<file path="src/rtl/bp_resolver_if.sv">
// Prediction/resolve/update bundle between a branch predictor and bp_resolver.
// The predictor side is the master; the resolver is the slave.
interface bp_resolver_if #(
  parameter int IDX_W = 4
);
  logic             pred_valid;
  logic             pred_taken;
  logic [IDX_W-1:0] pred_idx;
  logic             pred_ready;
  logic             res_valid;
  logic             res_taken;
  logic             upd_valid;
  logic [IDX_W-1:0] upd_idx;
  logic             upd_taken;
  logic             mispredict;
  logic             res_err;

  modport master (
    output pred_valid, pred_taken, pred_idx, res_valid, res_taken,
    input  pred_ready, upd_valid, upd_idx, upd_taken, mispredict, res_err
  );

  modport slave (
    input  pred_valid, pred_taken, pred_idx, res_valid, res_taken,
    output pred_ready, upd_valid, upd_idx, upd_taken, mispredict, res_err
  );
endinterface

</file>
<file path="src/rtl/bp_resolver.sv">
// In-order queue of in-flight branch predictions; each resolve pops the oldest entry
// and emits a registered training update plus saturating hit/miss statistics.
module bp_resolver #(
  parameter int  DEPTH = 4,
  parameter int  IDX_W = 4,
  parameter int  CNT_W = 16,
  localparam int PTR_W = $clog2(DEPTH),
  localparam int OCC_W = $clog2(DEPTH) + 1
) (
  input  logic             clk,
  input  logic             reset,
  bp_resolver_if.slave     bus,
  output logic [OCC_W-1:0] occupancy,
  output logic [CNT_W-1:0] hit_count,
  output logic [CNT_W-1:0] miss_count
);

  typedef struct packed {
    logic             taken;
    logic [IDX_W-1:0] idx;
  } entry_t;

  entry_t           mem_r [DEPTH];
  logic [PTR_W-1:0] wr_ptr_r;
  logic [PTR_W-1:0] rd_ptr_r;
  logic [OCC_W-1:0] occ_r;
  logic [OCC_W-1:0] occ_nxt_s;
  logic [CNT_W-1:0] hit_r;
  logic [CNT_W-1:0] miss_r;
  logic             upd_valid_r;
  logic [IDX_W-1:0] upd_idx_r;
  logic             upd_taken_r;
  logic             mispredict_r;
  logic             res_err_r;
  logic             ready_s;
  logic             push_s;
  logic             pop_s;
  logic             err_s;
  logic             head_mis_s;
  entry_t           head_s;

  function automatic logic [CNT_W-1:0] sat_inc(input logic [CNT_W-1:0] v);
    if (v == {CNT_W{1'b1}}) begin
      sat_inc = v;
    end else begin
      sat_inc = v + CNT_W'(1);
    end
  endfunction

  // Queue control: accept/pop decisions come only from registered occupancy.
  always_comb begin
    ready_s    = (occ_r < OCC_W'(DEPTH));
    push_s     = bus.pred_valid & ready_s;
    pop_s      = bus.res_valid & (occ_r != {OCC_W{1'b0}});
    err_s      = bus.res_valid & (occ_r == {OCC_W{1'b0}});
    head_s     = mem_r[rd_ptr_r];
    head_mis_s = head_s.taken ^ bus.res_taken;
    case ({push_s, pop_s})
      2'b10:   occ_nxt_s = occ_r + OCC_W'(1);
      2'b01:   occ_nxt_s = occ_r - OCC_W'(1);
      default: occ_nxt_s = occ_r;
    endcase
  end

  // Entry storage, written at the tail on each accepted prediction.
  always_ff @(posedge clk) begin
    if (reset) begin
      for (int i = 0; i < DEPTH; i++) begin
        mem_r[i] <= '{taken: 1'b0, idx: {IDX_W{1'b0}}};
      end
    end else if (push_s) begin
      mem_r[wr_ptr_r] <= '{taken: bus.pred_taken, idx: bus.pred_idx};
    end
  end

  // Pointers, occupancy, registered update pulses and statistics.
  always_ff @(posedge clk) begin
    if (reset) begin
      wr_ptr_r     <= {PTR_W{1'b0}};
      rd_ptr_r     <= {PTR_W{1'b0}};
      occ_r        <= {OCC_W{1'b0}};
      hit_r        <= {CNT_W{1'b0}};
      miss_r       <= {CNT_W{1'b0}};
      upd_valid_r  <= 1'b0;
      upd_idx_r    <= {IDX_W{1'b0}};
      upd_taken_r  <= 1'b0;
      mispredict_r <= 1'b0;
      res_err_r    <= 1'b0;
    end else begin
      // Power-of-two depth lets the pointers wrap by natural overflow.
      if (push_s) begin
        wr_ptr_r <= wr_ptr_r + PTR_W'(1);
      end
      if (pop_s) begin
        rd_ptr_r    <= rd_ptr_r + PTR_W'(1);
        upd_idx_r   <= head_s.idx;
        upd_taken_r <= bus.res_taken;
      end
      occ_r        <= occ_nxt_s;
      upd_valid_r  <= pop_s;
      mispredict_r <= pop_s & head_mis_s;
      res_err_r    <= err_s;
      if (pop_s & ~head_mis_s) begin
        hit_r <= sat_inc(hit_r);
      end
      if (pop_s & head_mis_s) begin
        miss_r <= sat_inc(miss_r);
      end
    end
  end

  assign bus.pred_ready = ready_s;
  assign bus.upd_valid  = upd_valid_r;
  assign bus.upd_idx    = upd_idx_r;
  assign bus.upd_taken  = upd_taken_r;
  assign bus.mispredict = mispredict_r;
  assign bus.res_err    = res_err_r;
  assign occupancy      = occ_r;
  assign hit_count      = hit_r;
  assign miss_count     = miss_r;

endmodule
</file>
<file path="src/flat_wrapper.sv">
// flat-port wrapper written by rule: the top's interface ports become plain ports
module bp_resolver_flat 
#(
  parameter int  DEPTH = 4,
  parameter int  IDX_W = 4,
  parameter int  CNT_W = 16,
  localparam int PTR_W = $clog2(DEPTH),
  localparam int OCC_W = $clog2(DEPTH) + 1
)
  (clk, reset, occupancy, hit_count, miss_count, bus_pred_valid, bus_pred_taken, bus_pred_idx, bus_res_valid, bus_res_taken, bus_pred_ready, bus_upd_valid, bus_upd_idx, bus_upd_taken, bus_mispredict, bus_res_err);
  bp_resolver_if #(.IDX_W(IDX_W)) bus_i ();
  input  logic clk;
  input  logic reset;
  output logic [OCC_W-1:0] occupancy;
  output logic [CNT_W-1:0] hit_count;
  output logic [CNT_W-1:0] miss_count;
  input wire logic [$bits(bus_i.pred_valid)-1:0] bus_pred_valid;
  input wire logic [$bits(bus_i.pred_taken)-1:0] bus_pred_taken;
  input wire logic [$bits(bus_i.pred_idx)-1:0] bus_pred_idx;
  input wire logic [$bits(bus_i.res_valid)-1:0] bus_res_valid;
  input wire logic [$bits(bus_i.res_taken)-1:0] bus_res_taken;
  output wire logic [$bits(bus_i.pred_ready)-1:0] bus_pred_ready;
  output wire logic [$bits(bus_i.upd_valid)-1:0] bus_upd_valid;
  output wire logic [$bits(bus_i.upd_idx)-1:0] bus_upd_idx;
  output wire logic [$bits(bus_i.upd_taken)-1:0] bus_upd_taken;
  output wire logic [$bits(bus_i.mispredict)-1:0] bus_mispredict;
  output wire logic [$bits(bus_i.res_err)-1:0] bus_res_err;
  assign bus_i.pred_valid = bus_pred_valid;
  assign bus_i.pred_taken = bus_pred_taken;
  assign bus_i.pred_idx = bus_pred_idx;
  assign bus_i.res_valid = bus_res_valid;
  assign bus_i.res_taken = bus_res_taken;
  assign bus_pred_ready = bus_i.pred_ready;
  assign bus_upd_valid = bus_i.upd_valid;
  assign bus_upd_idx = bus_i.upd_idx;
  assign bus_upd_taken = bus_i.upd_taken;
  assign bus_mispredict = bus_i.mispredict;
  assign bus_res_err = bus_i.res_err;
  bp_resolver #(.DEPTH(DEPTH), .IDX_W(IDX_W), .CNT_W(CNT_W)) u_core (.clk(clk), .reset(reset), .bus(bus_i), .occupancy(occupancy), .hit_count(hit_count), .miss_count(miss_count));
endmodule
</file>
<file path="config.mk">
export PLATFORM = sky130hd
export DESIGN_NAME = bp_resolver_flat
export DESIGN_NICKNAME = d
export VERILOG_FILES = /design/src/rtl/bp_resolver_if.sv /design/src/rtl/bp_resolver.sv /design/src/flat_wrapper.sv
export SDC_FILE = /design/constraint.sdc
export NUM_CORES = 1
export LEC_CHECK = 0
export CORE_MARGIN = 5
export CORE_UTILIZATION = 53
export CTS_BUF_LIST = sky130_fd_sc_hd__clkbuf_16
export DETAILED_ROUTE_END_ITERATION = 7
export MAX_ROUTING_LAYER = met4
export PLACE_DENSITY = 0.8
export SYNTH_ARGS = -nofsm -noshare
export SYNTH_HDL_FRONTEND = slang
export SYNTH_SLANG_ARGS = --single-unit
export TNS_END_PERCENT = 10
</file>
<file path="constraint.sdc">
create_clock -name clk -period 2.8 [get_ports clk]
set_clock_uncertainty 0.1 [all_clocks]
set_input_delay 0.42 -clock clk [delete_from_list [all_inputs] [get_ports clk]]
set_output_delay 0.42 -clock clk [all_outputs]
set_load 0.1 [all_outputs]
</file>
## Yosys cells after proc, flatten, opt, wreduce, memory -nomap -nowiden

Memory sizes are Yosys's and may differ from the RTL's. A register that Yosys moved wholly into a read port is not among the register bits.
Cells that the tools add are included.

| cells by class | value |
|---|---|
| add/sub/neg operators | 6 |
| multipliers | 0 |
| div/mod/pow operators | 0 |
| $lt $le $gt $ge | 1 |
| equal/unequal tests | 4 |
| shift-type cells | 0 |
| multiplexer cells | 11 |
| bitwise operators | 9 |
| reductions and logical operators | 6 |

Operators by type and width:

| kind | number |
|---|---|
| $add A16 B1 Y16 const B | 2 |
| $eq A16 B16 Y1 const B | 2 |
| $mux W1 | 6 |
| $mux W2 | 3 |
| $pmux W3 S2 | 1 |
| $and A1 B1 Y1 | 5 |
| $mux W5 | 1 |
| $reduce_or A5 Y1 | 1 |
| $add A2 B1 Y2 const B | 2 |
| $reduce_and A2 Y1 | 2 |
| $add A3 B1 Y3 const B | 1 |
| $logic_not A3 Y1 | 1 |
| $lt A3 B3 Y1 const B | 1 |
| $not A1 Y1 | 3 |
| $reduce_bool A3 Y1 | 1 |
| $sub A3 B1 Y3 const B | 1 |
| $eq A2 B1 Y1 const B | 1 |
| $eq A2 B2 Y1 const B | 1 |
| $reduce_bool A2 Y1 | 1 |
| $xor A1 B1 Y1 | 1 |

| word-level totals | value |
|---|---|
| register bits after elaboration | 47 |
| latch bits | 0 |
| bits in writable memories | 20 |
| memory bits (read-only) | 0 |
| input port bits | 10 |
| output and inout bits | 44 |
| logic and storage cells | 48 |
| memories | 1 |

Memories:

| memory | depth | bits a word | rd ports | clocked after memory_dff | write ports | line | RTL |
|---|---|---|---|---|---|---|---|
| u_core.mem_r | 4 | 5 | 1 | 1 | 4 | bp_resolver.sv:23 | `entry_t mem_r [DEPTH];` |

## Logic depth before layout (Yosys ltp)

| depth | value |
|---|---|
| depth in word-level cells | 7 |
| gate-level depth with buffers | 11 |
| mapped depth without buffers | 9 |

## Worst setup path before layout

Ideal clock, no wire load.

| path | value |
|---|---|
| path kind | flip-flop to flip-flop |
| start point | register u_core.occ_r[0], in the netlist u_core.occupancy[0] |
| end point | register u_core.occ_r[2], in the netlist u_core.occupancy[2] |
| setup time | 0.070 ns |
| arrival | 3.082 ns |
| required time | 2.630 ns |
| path slack | -0.452 ns |
| cell stages (with the launch flop) | 12 |
| buffers on the path | 2 |
| clock period less this slack | 3.252 ns |
| path through | dfxtp_1 > nor3_1 > nand2b_1 > clkbuf_1 > inv_1 > buf_2 > ha_1 > inv_1 > fa_1 > xor2_1 > or3_1 > a21oi_1 |

| on the way | value |
|---|---|
| cells in the longest elaborated chain, start to end | 4 |
| elaborated cells between the ends (all ways) | 10 |
| those cells by class | add/sub: 2; order compare: 1; eq/ne: 2; mux: 1; bitwise: 2; reduce/logical: 2 |

Ends and longest elaborated chain:

| what | line | RTL |
|---|---|---|
| start, declared | bp_resolver.sv:26 | `logic [OCC_W-1:0] occ_r;` |
| start signal, assigned | bp_resolver.sv:81 | `occ_r <= {OCC_W{1'b0}};` |
| start signal, assigned | bp_resolver.sv:99 | `occ_r <= occ_nxt_s;` |
| $reduce_bool A3 Y1 * | bp_resolver.sv:54 | `pop_s = bus.res_valid & (occ_r != {OCC_W{1'b0}});` |
| $and A1 B1 Y1 * | bp_resolver.sv:54 |  |
| named net u_core.pop_s | bp_resolver.sv:37 | `logic pop_s;` |
| $eq A2 B1 Y1 / $eq A2 B2 Y1 (equally long branches) | bp_resolver.sv:58 | `case ({push_s, pop_s})` |
| $pmux W3 S2 / $reduce_bool A2 Y1 (equally long branches) | n/a |  |

Mark *: on every way through the listed nets, which the timed path passes. The rest lies on a longest branch.
A chain may end at the register's enable or synchronous reset.

==> flow_summary.ini <==
[clock_network]
hold_buffers = 0
cts.htree.levels = 3
cts_made_buffers = 9
post_cts_buffers = 0
post_cts_resized = 0
insertion_delay_ns = 0.32
clkTransAtPathRegs_ns = 0.05
clock-root-buffer = clkbuf_16
clockBufferDepth = 2
cts_sinks = 69
tritoncts = yes

[floorplanning]
die_x_um = 86.9
core_area_um2 = 5850
die_h_um = 86.9
dieArea_um2 = 7550
rows = 28
initial_core_util = 0.536
top_level_ports = 54

[timing]
whs_ns = 0.359
max_clock_freq_mhz = 407
slew_viol_final = 0
post-route-period-util = 0.877
slew_headroom = 0.520
setup_total_negative_slack_ns = 0
tightest_slew_ns = 0.712
setup_ws_ns = 0.346
hold_viol = 0
timing.final.crit_period_ns = 2.45
setup_violations = 0
rsz0062_at_grt = false

[synth]
ys_seq_area_frac = 0.505
synth_edf_count = 20
syn_area_um2 = 3130
synth_flop_cell = dfxtp_1
yosys_warnings = 0
synth_seq_cells = 69
synthArstFlopShare = 0
synth_fp_nets = 334
post_synth_num_cell_types = 45
syn_avg_cell_area_um2 = 9.79
netlist_instances = 320

[routing]
vias = 2459
ant_nets = 0
vias_per_cell = 5.37
drc = 0
firstDrtPassIters = 4
routed_wl_um = 6540
wire_per_inst_um = 14.3
initialDrtViolationCount = 106

[layout]
layout_common_cells = 49 x buf_4, 46 x dfxtp_1, 41 x nor2_1
syn_to_final_growth_pct = 24.4
fillers = 476
mostFrequentLayoutCell = buf_4
seq_area_um2 = 1590
antenna_cells = 0
utilization = 0.667
drive_above_1_share = 0.211
multiInputGateArea_um2 = 1440
nets = 392

[placement]
post-place-ws_ns = 0.226
portBuffers = 53
place_hpwl_um = 4680
gp_congestion = 0.825

[worst_setup_path]
worstSetupStartpointType = flop
required_ns = 2.91
crit_type = flop to flop
end_kind = flop
crit_arrival_ns = 2.56
crit_fanout = 5

[global_routing]
grt_max_degree = 30
grt_util_all_layers = 0.189
grt_pass1_vias = 2373
antenna_found_initial = 0
grt_first_pass_wirelength_um = 10800
grt_overflow = 0

[pwr]
total_power_uw = 3230
power_density_nw_per_um2 = 829
leakage_uw = 0.00147
ir_drop_mv = 0.660

[outcome]
status = completed

[flow_run]
drv_cap = 0

[hold_path]
min_path_type = flop to flop
## critical path: stages (launching register included)
cell	delay [ns]
dfxtp_1	0.35
mux4_2	0.59
xor2_1	0.36
nand2_1	0.12
a2111oi_1	0.43
mux2_2	0.38
## state kept, by name, summed over array words and instances, names as in the netlist, named ones only
name                   cells
u_core.bus.upd_valid       1
u_core.wr_ptr_r            2
u_core.rd_ptr_r            2
u_core.mem_r              20
u_core.bus.res_err         1
u_core.bus.mispredict      1
u_core.bus.upd_idx         4
u_core.occupancy           3
u_core.hit_count          16
u_core.miss_count         16
u_core.bus.upd_taken       1
## per-layer routing
metal	routed length (um)	vias to the layer above	global-route usage
met5	0	-	-
li1	-	1260	-
met2	3270	43	0.302
met1	2900	1145	0.226
met4	131	0	0.0963
met3	243	11	0.0388
## worst paths after layout
path              slack [ns]  cells past startpoint                               start                            endpoint
setup / recovery        0.35                      5                                flop  u_core.miss_count[11]$_SDFFE_PP0P_
hold / removal          0.36                      2  u_core.bus.upd_idx[0]$_SDFFE_PP0P_  u_core.bus.upd_idx[0]$_SDFFE_PP0P_
setup reg to reg        0.35                      5                                flop  u_core.miss_count[11]$_SDFFE_PP0P_
hold reg to reg         0.36                      2  u_core.bus.upd_idx[0]$_SDFFE_PP0P_  u_core.bus.upd_idx[0]$_SDFFE_PP0P_
## per-stage QoR
stage | cells | instance area [um^2]
final | 458 | 3900
after global routing | 458 | 3900
after CTS | 458 | 3900
after detailed placement | 442 | 3640
after global placement | 442 | 3640
after floorplan | 320 | 3150
## cell families (layout without fill, tap and decap cells)
| logic type | count (synthesis) | after routing | share of synthesized area |
|---|---|---|---|
| adder cells (fa/ha/maj) | 4 | 4 | 0.0184 |
| AO/OA/AOI/OAI | 47 | 47 | 0.0966 |
| XOR/XNOR | 21 | 21 | 0.0647 |
| flip-flops | 69 | 69 | 0.505 |
| multiplexers | 8 | 8 | 0.0463 |
| buffers and inverters | 27 | 90 | 0.0355 |
| AND/OR/NAND/NOR | 144 | 144 | 0.234 |
## layout make-up
class / instances / area share
inverter: 16 / 0.0154
clock inverter: 7 / 0.00866
clock buffer: 9 / 0.0577
multi-input combinational: 224 / 0.370
sequential: 69 / 0.408
timing repair buffer: 58 / 0.116
tap: 75 / 0.0241
## cell usage after synthesis, types with 2 or more instances
library cell   n  area (um^2)
a21oi_1       21          105
o21ai_0       12         60.1
nand3_1       14         70.1
nor2b_1        3         18.8
nand2_1       26         97.6
nor2_1        41          154
xnor2_1       13          114
or2_2          2         12.5
ha_1           3         37.5
and2_1         6         37.5
nand2b_1       6         37.5
buf_2          2         10.0
inv_1         16         60.1
or3_1         13         81.3
and4_1         6         52.6
mux4_2         5          113
xor2_1         7         61.3
dfxtp_1       49          981
a31o_2         2         17.5
o21bai_1       2         15.0
edfxtp_1      20          601
a21o_1         2         15.0
nand4_1        7         43.8
clkbuf_1       8         30.0
nor3_1         8         40.0
nor4_1         7         43.8
## power by group
group          switching, uW  internal, uW  total [uW]  leakage (uW)
Clock                    394           584         977      0.000131
Sequential              87.5          1150        1240      0.000607
Combinational            723           291        1010      0.000733
Power figures use the tool's default switching activity.
